### config.mk
export PLATFORM = sky130hd
export DESIGN_NAME = adc_frame_sync_flat
export DESIGN_NICKNAME = d
export VERILOG_FILES = /design/src/rtl/adc_frame_sync_if.sv /design/src/rtl/adc_frame_sync.sv /design/src/flat_wrapper.sv
export SDC_FILE = /design/constraint.sdc
export NUM_CORES = 1
export LEC_CHECK = 0
export CORE_MARGIN = 2
export CORE_UTILIZATION = 43
export DETAILED_ROUTE_END_ITERATION = 8
export PLACE_DENSITY = 0.8
export SETUP_SLACK_MARGIN = 0.15
export SLEW_MARGIN = 20
export SYNTH_ARGS = -nofsm -noshare
export SYNTH_HDL_FRONTEND = slang
export SYNTH_SLANG_ARGS = --single-unit
### constraint.sdc
create_clock -name clk -period 2.8 [get_ports clk]
set_input_delay 0.28 -clock clk [delete_from_list [all_inputs] [get_ports clk]]
set_output_delay 0.28 -clock clk [all_outputs]
set_load 0.01 [all_outputs]
### src/rtl/adc_frame_sync_if.sv
// Sample-stream and framing-status bundle for adc_frame_sync.
// master drives the sample stream; slave is the frame synchroniser.
interface adc_frame_sync_if;
  logic [13:0] in_data;
  logic        in_valid;
  logic [13:0] out_data;
  logic        out_valid;
  logic [7:0]  out_idx;
  logic        frame_start;
  logic        frame_end;
  logic        locked;
  logic        sync_lost;
  logic [15:0] frame_cnt;
  logic [15:0] err_cnt;

  modport master (
    output in_data, in_valid,
    input  out_data, out_valid, out_idx, frame_start, frame_end,
    input  locked, sync_lost, frame_cnt, err_cnt
  );

  modport slave (
    input  in_data, in_valid,
    output out_data, out_valid, out_idx, frame_start, frame_end,
    output locked, sync_lost, frame_cnt, err_cnt
  );
endinterface

### src/rtl/adc_frame_sync.sv
// Locks onto a gap/payload ADC test stream and forwards indexed payload samples.
// Optional frame/error counters are built only when ADC_FRAME_SYNC_STATS_EN is defined.
module adc_frame_sync #(
  parameter int          GAP_LEN     = 16,
  parameter int          GAP_MIN     = 12,
  parameter int          PAYLOAD_LEN = 256,
  parameter logic [13:0] THRESH      = 14'd2048
) (
  input  logic             clk,
  input  logic             rst,
  adc_frame_sync_if.slave  bus
);

  localparam logic [1:0] SEARCH  = 2'd0;
  localparam logic [1:0] GAP     = 2'd1;
  localparam logic [1:0] PAYLOAD = 2'd2;
  localparam logic [1:0] GAPCHK  = 2'd3;

  localparam int RUN_MAX = (GAP_LEN > GAP_MIN) ? GAP_LEN : GAP_MIN;
  localparam int RUN_W   = $clog2(RUN_MAX + 1);
  localparam logic [RUN_W-1:0] RUN_ONE    = RUN_W'(1);
  localparam logic [RUN_W-1:0] GAP_MIN_M1 = RUN_W'(GAP_MIN - 1);
  localparam logic [RUN_W-1:0] GAP_LEN_C  = RUN_W'(GAP_LEN);
  localparam logic [7:0]       LAST_M1    = 8'(PAYLOAD_LEN - 2);

  logic [1:0]       state_reg, state_next;
  logic [RUN_W-1:0] run_reg, run_next;
  logic [13:0]      out_data_reg, out_data_next;
  logic             out_valid_reg, out_valid_next;
  logic [7:0]       out_idx_reg, out_idx_next;
  logic             frame_start_reg, frame_start_next;
  logic             frame_end_reg, frame_end_next;
  logic             locked_reg, locked_next;
  logic             sync_lost_reg, sync_lost_next;
  logic             is_low, start_frame, lose_sync;

  assign is_low = (bus.in_data < THRESH);

  always_comb begin
    state_next       = state_reg;
    run_next         = run_reg;
    out_data_next    = out_data_reg;
    out_valid_next   = 1'b0;
    out_idx_next     = out_idx_reg;
    frame_start_next = 1'b0;
    frame_end_next   = 1'b0;
    locked_next      = locked_reg;
    sync_lost_next   = 1'b0;
    start_frame      = 1'b0;
    lose_sync        = 1'b0;

    if (bus.in_valid) begin
      case (state_reg)
        SEARCH: begin
          if (!is_low) begin
            run_next = '0;
          end else if (run_reg == GAP_MIN_M1) begin
            state_next = GAP;
            run_next   = '0;
          end else begin
            run_next = run_reg + RUN_ONE;
          end
        end
        GAP: begin
          if (!is_low) start_frame = 1'b1;
        end
        PAYLOAD: begin
          if (is_low) begin
            lose_sync = 1'b1;
            run_next  = RUN_ONE;
          end else begin
            out_valid_next = 1'b1;
            out_data_next  = bus.in_data;
            out_idx_next   = out_idx_reg + 8'd1;
            if (out_idx_reg == LAST_M1) begin
              frame_end_next = 1'b1;
              state_next     = GAPCHK;
              run_next       = '0;
            end
          end
        end
        default: begin
          // GAPCHK: run_reg counts gap lows since the last frame_end
          if (is_low) begin
            if (run_reg == GAP_LEN_C) begin
              lose_sync = 1'b1;
              run_next  = RUN_ONE;
            end else begin
              run_next = run_reg + RUN_ONE;
            end
          end else if (run_reg == GAP_LEN_C) begin
            start_frame = 1'b1;
          end else begin
            lose_sync = 1'b1;
            run_next  = '0;
          end
        end
      endcase
    end

    if (start_frame) begin
      state_next       = PAYLOAD;
      out_valid_next   = 1'b1;
      out_data_next    = bus.in_data;
      out_idx_next     = 8'd0;
      frame_start_next = 1'b1;
      locked_next      = 1'b1;
    end
    if (lose_sync) begin
      state_next     = SEARCH;
      sync_lost_next = 1'b1;
      locked_next    = 1'b0;
    end
  end

  always_ff @(posedge clk) begin
    if (rst) begin
      state_reg       <= SEARCH;
      run_reg         <= '0;
      out_data_reg    <= '0;
      out_valid_reg   <= 1'b0;
      out_idx_reg     <= '0;
      frame_start_reg <= 1'b0;
      frame_end_reg   <= 1'b0;
      locked_reg      <= 1'b0;
      sync_lost_reg   <= 1'b0;
    end else begin
      state_reg       <= state_next;
      run_reg         <= run_next;
      out_data_reg    <= out_data_next;
      out_valid_reg   <= out_valid_next;
      out_idx_reg     <= out_idx_next;
      frame_start_reg <= frame_start_next;
      frame_end_reg   <= frame_end_next;
      locked_reg      <= locked_next;
      sync_lost_reg   <= sync_lost_next;
    end
  end

  assign bus.out_data    = out_data_reg;
  assign bus.out_valid   = out_valid_reg;
  assign bus.out_idx     = out_idx_reg;
  assign bus.frame_start = frame_start_reg;
  assign bus.frame_end   = frame_end_reg;
  assign bus.locked      = locked_reg;
  assign bus.sync_lost   = sync_lost_reg;

`ifdef ADC_FRAME_SYNC_STATS_EN
  logic [15:0] frame_cnt_reg, err_cnt_reg;

  // Counters advance on the same edge as their pulses and wrap naturally.
  always_ff @(posedge clk) begin
    if (rst) begin
      frame_cnt_reg <= '0;
      err_cnt_reg   <= '0;
    end else begin
      if (frame_end_next) frame_cnt_reg <= frame_cnt_reg + 16'd1;
      if (sync_lost_next) err_cnt_reg   <= err_cnt_reg + 16'd1;
    end
  end

  assign bus.frame_cnt = frame_cnt_reg;
  assign bus.err_cnt   = err_cnt_reg;
`else
  assign bus.frame_cnt = '0;
  assign bus.err_cnt   = '0;
`endif

endmodule

### src/flat_wrapper.sv
// flat-port wrapper written by rule: the top's interface ports become plain ports
module adc_frame_sync_flat 
#(
  parameter int          GAP_LEN     = 16,
  parameter int          GAP_MIN     = 12,
  parameter int          PAYLOAD_LEN = 256,
  parameter logic [13:0] THRESH      = 14'd2048
)
  (clk, rst, bus_in_data, bus_in_valid, bus_out_data, bus_out_valid, bus_out_idx, bus_frame_start, bus_frame_end, bus_locked, bus_sync_lost, bus_frame_cnt, bus_err_cnt);
  adc_frame_sync_if bus_i ();
  input  logic clk;
  input  logic rst;
  input wire logic [$bits(bus_i.in_data)-1:0] bus_in_data;
  input wire logic [$bits(bus_i.in_valid)-1:0] bus_in_valid;
  output wire logic [$bits(bus_i.out_data)-1:0] bus_out_data;
  output wire logic [$bits(bus_i.out_valid)-1:0] bus_out_valid;
  output wire logic [$bits(bus_i.out_idx)-1:0] bus_out_idx;
  output wire logic [$bits(bus_i.frame_start)-1:0] bus_frame_start;
  output wire logic [$bits(bus_i.frame_end)-1:0] bus_frame_end;
  output wire logic [$bits(bus_i.locked)-1:0] bus_locked;
  output wire logic [$bits(bus_i.sync_lost)-1:0] bus_sync_lost;
  output wire logic [$bits(bus_i.frame_cnt)-1:0] bus_frame_cnt;
  output wire logic [$bits(bus_i.err_cnt)-1:0] bus_err_cnt;
  assign bus_i.in_data = bus_in_data;
  assign bus_i.in_valid = bus_in_valid;
  assign bus_out_data = bus_i.out_data;
  assign bus_out_valid = bus_i.out_valid;
  assign bus_out_idx = bus_i.out_idx;
  assign bus_frame_start = bus_i.frame_start;
  assign bus_frame_end = bus_i.frame_end;
  assign bus_locked = bus_i.locked;
  assign bus_sync_lost = bus_i.sync_lost;
  assign bus_frame_cnt = bus_i.frame_cnt;
  assign bus_err_cnt = bus_i.err_cnt;
  adc_frame_sync #(.GAP_LEN(GAP_LEN), .GAP_MIN(GAP_MIN), .PAYLOAD_LEN(PAYLOAD_LEN), .THRESH(THRESH)) u_core (.clk(clk), .rst(rst), .bus(bus_i));
endmodule
==> results of run 1 <==
==> per-layer routing <==
metal  vias to the layer above  GRT usage  wire, µm
li1                        728          -         -
met4                         0     0.0719        72
met3                         7     0.0436       224
met5                         -          0         0
met2                        62      0.253      1860
met1                       703      0.195      1520
==> Yosys cell counts, drive strengths merged <==
| master | number |
|---|---|
| xnor2 | 1 |
| o32ai | 1 |
| nand4b | 2 |
| a2111oi | 1 |
| mux2i | 14 |
| nand4 | 8 |
| inv | 6 |
| a211oi | 2 |
| and2b | 1 |
| o311ai | 1 |
| nor4b | 1 |
| xor2 | 2 |
| dfxtp | 34 |
| or2 | 3 |
| o221ai | 1 |
| o22ai | 1 |
| buf | 36 |
| and4bb | 1 |
| ha | 5 |
| nand2b | 1 |
| nor2 | 24 |
| o211a | 2 |
| nor4bb | 1 |
| a21oi | 8 |
| a31oi | 2 |
| nand3 | 2 |
| or4 | 1 |
| a21boi | 1 |
| o21ai | 8 |
| o41ai | 1 |
| o21bai | 1 |
| nor4 | 1 |
| nor2b | 4 |
| a21bo | 1 |
| nand3b | 2 |
| clkbuf | 3 |
| nor3 | 3 |
| and2 | 3 |
| and3 | 3 |
| conb | 1 |
| nand2 | 4 |
| or3 | 4 |
==> worst max-delay path, stage by stage <==
cell             delay [ps]
clkdlybuf4s50_1         490
nor3_4                  430
inv_2                   160
ha_1                    240
nand2b_1                170
a21bo_2                 260
o311ai_0                320
o41ai_1                 120
==> where the power goes <==
part	total, mW	internal (mW)	switching [mW]
logic	0.0676	0.0258	0.0418
registers	0.484	0.484	0.000526
clock network	0.367	0.198	0.169
total	0.919	0.708	0.211
==> worst max path at each step <==
stage	start	end	slack, ps	depth (start not counted)
after CTS	bus_in_data[12]	u_core.run_reg[4]	510	8
after floorplan	u_core.run_reg[0]	u_core.bus.out_data[0]	730	9
final	bus_in_data[11]	u_core.run_reg[4]	480	8
after global routing	bus_in_data[11]	u_core.run_reg[3]	290	8
after detailed placement	bus_in_data[11]	u_core.run_reg[4]	210	8
after global placement	bus_in_data[11]	u_core.run_reg[4]	260	8
==> area by class of cell <==
type | count | area [µm²]
Sequential cell | 34 | 681
Tap cell | 50 | 62.6
Timing Repair Buffer | 45 | 445
Clock buffer | 7 | 86.3
Inverter | 6 | 22.5
Clock inverter | 1 | 5.00
Multi-Input combinational cell | 154 | 953
Fill cell | 379 | 1800
==> metrics by stage <==
| stage | util | setup slack [ps] |
|---|---|---|
| after global routing | 0.556 | 294 |
| after CTS | 0.556 | 513 |
| after detailed placement | 0.533 | 207 |
| after global placement | 0.533 | 258 |
| after floorplan | - | 731 |
| final | 0.556 | 478 |
==> cells by family (layout without fill, tap and decap cells) <==
kind of cell	count (synthesis)	in the layout	synth area share
simple gates	69	69	0.213
other cells	1	32	0.00205
mux	14	14	0.0767
buf+inv	45	59	0.169
fa+ha+maj	5	5	0.0342
compound gates	31	31	0.118
xor+xnor	3	3	0.0144
flops	34	34	0.373
==> out/results.ini, run 1 <==
[detailed_routing]
drt_iter0_drc=81
via_per_inst=5.05
drc=0
drt.antenna.violating_nets=0
wire_per_inst_um=12.4
vias=1500
dr.pass1.iters=4
drt-total-wl_mm=3.68

[flow_run]
maxCapViolCount=0

[floorplan]
die_w_um=69.2
core_area_um2=4060
die_y_um=69.2
rows=23
io_pins=76
dieArea_um2=4790
start_util=0.450

[grt]
grt_usage=0.157
grt_pass1_wl_mm=6.11
antenna_found_initial=0
grt_pass1_vias=1309
grt_max_degree=16
overflow=0

[pwr]
finalPower_uw=919
leakagePower_nw=0.846
power.density_nw_per_um2=407
vdd_drop_max_uv=223

[logic_synthesis]
synth_top_area_frac=0.373
avgSynthCellArea_um2=9.04
yosysUniqueCellTypes=48
yosysWarningCount=0
syn_inst=202
synth_top_cell_by_area=dfxtp_1
synth_area_leaders=dfxtp_1 (37%), buf_4 (14%), mux2i_1 (7.7%)
ys_ff_latch=34
ys_seq_area_frac=0.373
synth.cell_area_um2=1830

[clock_tree]
numCtsBuffers=5
cts_buffer_depth=2
ctsHoldBuffers=0
cts_setup_buffers=0
root_buffer=clkbuf_8
insertion_delay_ps=290
cts_tree=yes
cts.repair.resized=0
clk_pin_slew_ps=60
cts.sinks=34
htreeDepth=2

[final_layout]
drive_gt1_frac=0.0688
antenna_cells=0
fin_area_um2=2260
stdcell_count=297
nets=268
mostFrequentLayoutCells=clkdlybuf4s50_1 (43), dfxtp_1 (34), conb_1 (32), nor2_1 (24), mux2i_1 (14)
largest_reg_flops=14
area_delta_synth_final_pct=23.5
layout_commonest_cell=clkdlybuf4s50_1

[placed_design]
place_hpwl_mm=2.72
placed_area_um2=2160
port-buffer-count=43
globalplace.congestion=0.856
place_inst=289

[sta]
whs_ps=484
finalSetupTns_ps=0
rsz0062_at_grt=false
period_minus_slack_ps=2320
maxClockFrequency_mhz=431
drv_slew=0
report.final.hold_viol_count=0
setup_viol=0
clock_skew_ps=3.72
period_share=0.829

[setup_path]
timing.rr.end=u_core.run_reg[4]
end_kind=flip-flop
crit_fanout=10
rr_startpoint=u_core.run_reg[0]
rrSetupSlack_ps=650
crit_required_ps=2960
critPathArrivalTime_ps=2480
startpoint_type=input pin
critPathKind=input pin to flip-flop
r2r_cells=8

[worst_hold_path]
hold_class=flip-flop to flip-flop
hold_path_depth=2
worstHoldEndpoint=u_core.bus.locked
min-delay-start=u_core.bus.locked

[outcome]
outcome=finished clean

Note: power is estimated with default switching activity, not from simulation.
==> run 2: changes to the inputs <==
--- a/config.mk
+++ b/config.mk
@@ -6,9 +6,9 @@
 export NUM_CORES = 1
 export LEC_CHECK = 0
 export CORE_MARGIN = 2
-export CORE_UTILIZATION = 43
+export CORE_UTILIZATION = 38
 export DETAILED_ROUTE_END_ITERATION = 8
-export PLACE_DENSITY = 0.8
+export PLACE_DENSITY = 0.75
 export SETUP_SLACK_MARGIN = 0.15
 export SLEW_MARGIN = 20
 export SYNTH_ARGS = -nofsm -noshare
==> constraint.sdc (replaced) <==
create_clock -name clk -period 1.9 [get_ports clk]
set_input_delay 0.19 -clock clk [delete_from_list [all_inputs] [get_ports clk]]
set_output_delay 0.19 -clock clk [all_outputs]
set_load 0.01 [all_outputs]
==> run 2 against run 1 <==
- cell area rose by 11%
- sequential cell count did not move
- critical path type is now flip-flop to flip-flop
- count of clock-buffer cells in the layout did not move
- highest routed layer unchanged
==> out/results.ini, run 2 (synthesis gave the netlist of run 1 again) <==
[worst_hold_path]
min-delay-start=u_core.bus.locked
hold_path_depth=2  ; unchanged
worstHoldEndpoint=u_core.bus.locked
hold_class=flip-flop to flip-flop

[floorplan]
start_util=0.389  ; -0.0609
io_pins=76  ; unchanged
core_area_um2=4690  ; +16%
die_w_um=73.3  ; +6.0%
die_y_um=73.3  ; +6.0%
dieArea_um2=5380  ; +12%
rows=25  ; +8.7%

[setup_path]
crit_chain=inv_2, ha_2, and4bb_2, ha_4, nor2b_2, o32ai_4, buf_12, mux2i_1, nor2_1
crit_family=simple AND/OR/NAND/NOR gates
critPathBufInv=2  ; unchanged
end_kind=flip-flop
critPathArrivalTime_ps=1990  ; -490 ps
timing.rr.end=u_core.bus.out_data[0]
rr_startpoint=u_core.run_reg[0]
critPathKind=flip-flop to flip-flop
rrSetupSlack_ps=80  ; -570 ps
startpoint_type=flip-flop
crit_required_ps=2070  ; -890 ps
slowest_delay_ps=320  ; -170 ps
crit_fanout=15  ; +5
worstSetupStartpoint=u_core.run_reg[0]
r2r_cells=9  ; +1
cp_slowest_cell=dfxtp_2

[detailed_routing]
drt.antenna.violating_nets=0  ; unchanged
drt-total-wl_mm=4.06  ; +10%
wl_met2_mm=2.07  ; +11%
vias=1556  ; +3.7%
via_per_inst=4.88  ; -3.4%
topRoutingLayerUsed=met4
wl_met3_um=139  ; -38%
wire_per_inst_um=12.7  ; +2.7%
drt_iter0_drc=62  ; -23%
wl_met1_mm=1.79  ; +18%
dr.pass1.iters=4  ; unchanged
drc=0  ; unchanged

[clock_tree]
root_buffer=clkbuf_8
cts.sinks=34  ; unchanged
ctsHoldBuffers=0  ; unchanged
htreeDepth=2  ; unchanged
clk_pin_slew_ps=70  ; about the same
cts_buffer_depth=2  ; unchanged
numCtsBuffers=5  ; unchanged
cts_tree=yes
insertion_delay_ps=290  ; about the same

[pwr]
leakagePower_nw=0.942  ; +11%
vdd_drop_max_uv=284  ; +27%
p_clk_frac=0.391  ; -0.008
switchingPower_uw=316  ; +49%
finalPower_mw=1.37  ; +49%
seq_power_share=0.520  ; -0.007
power.internal_mw=1.06  ; +49%
power.density_nw_per_um2=549  ; +35%
power_frac_comb=0.089  ; +0.015
swShare=0.230  ; about the same

[final_layout]
stdcell_count=319  ; +7.4%
layout_commonest_cell=clkdlybuf4s50_1
n_fill_cell=435  ; +15%
drive_gt1_frac=0.196  ; +0.127
multi_input_area_um2=1040  ; +8.7%
ff_latch_area_um2=682  ; +0.18%
largest_reg_flops=14  ; unchanged
nets=286  ; +6.7%
mostFrequentLayoutCells=clkdlybuf4s50_1 (43), dfxtp_1 (33), conb_1 (32), nor2_1 (20), buf_4 (17)
area_delta_synth_final_pct=36.8
antenna_cells=0  ; unchanged

[grt]
grt_pass1_wl_mm=6.07  ; -0.56%
grt_pass1_vias=1317  ; +0.61%
grt_usage=0.145  ; -0.0122
grt_max_degree=22  ; +6
overflow=0  ; unchanged
antenna_found_initial=0  ; unchanged

[placed_design]
globalplace.congestion=0.823  ; -3.8%
place_hpwl_mm=2.93  ; +7.5%
port-buffer-count=43  ; unchanged
dp_slack_ps=-185  ; -392 ps
place_inst=309  ; +6.9%

[sta]
setup_viol=0  ; unchanged
tightest_slew_ps=490
clock_skew_ps=8.63  ; +4.91 ps
slew_headroom=0.665
final.setup.worst_slack_ps=82.8  ; -396 ps
report.final.hold_viol_count=0  ; unchanged
drv_slew=0  ; unchanged
maxClockFrequency_mhz=550
period_share=0.956
period_minus_slack_ps=1820
rsz0062_at_grt=true

[flow_run]
maxCapViolCount=0  ; unchanged

[outcome]
outcome=finished clean

==> run 2: cell type report <==
| cell class | count | share of cell area |
|---|---|---|
| inverter | 6 | 0.00901 |
| clock buffer | 7 | 0.0345 |
| sequential | 34 | 0.273 |
| tap | 54 | 0.0270 |
| timing repair buffer | 63 | 0.240 |
| multi-input combinational | 154 | 0.414 |
| clock inverter | 1 | 0.00200 |
==> run 2: power by group through the flow <==
stage | Sequential, mW | Combinational (mW) | Clock [mW]
after floorplan | 0.730 | 0.107 | 0
after global placement | 0.730 | 0.113 | 0
after detailed placement | 0.730 | 0.114 | 0
after CTS | 0.713 | 0.119 | 0.558
after global routing | 0.713 | 0.132 | 0.589
final | 0.714 | 0.122 | 0.537
==> run 2: repair_timing <==
| action | CTS | global route |
|---|---|---|
| pin swaps | 4 | 8 |
| endpoints found under the setup margin | 28 | 30 |
| resized for setup | 7 | 11 |
| setup buffers | 2 | 0 |
==> run 2: per-stage QoR <==
step / area, µm² / TNS, ps / hold slack (ps) / utilization
final: 2500 / 0 / 476 / 0.533
after CTS: 2470 / 0 / 490 / 0.526
after global placement: 2330 / -1750 / 450 / 0.497
after detailed placement: 2330 / -2870 / 473 / 0.497
after global routing: 2500 / -2.80 / 514 / 0.533
after floorplan: 1970 / 0 / 337 / -
==> run 2: metal layers <==
layer  GRT usage  up-vias
li1            -      763
met1       0.184      749
met2       0.239       39
met3      0.0370        5
met4      0.0505        0
met5           0        -
==> run 2: how the worst max path moves through the flow <==
stage                                   endpoint  slack, ps  depth (start not counted)
final                     u_core.bus.out_data[0]         80                          9
after global routing      u_core.bus.out_data[6]         -3                          9
after CTS                 u_core.bus.out_data[0]         60                          9
after detailed placement   u_core.bus.out_idx[1]       -180                          8
after global placement         u_core.run_reg[4]       -150                          8
after floorplan           u_core.bus.out_data[0]         40                          9
==> run 2: worst min-delay path, cell delays in order (launching register included) <==
cell and delay (ps):
dfxtp_1 320, nor2_2 70, nor2_1 40
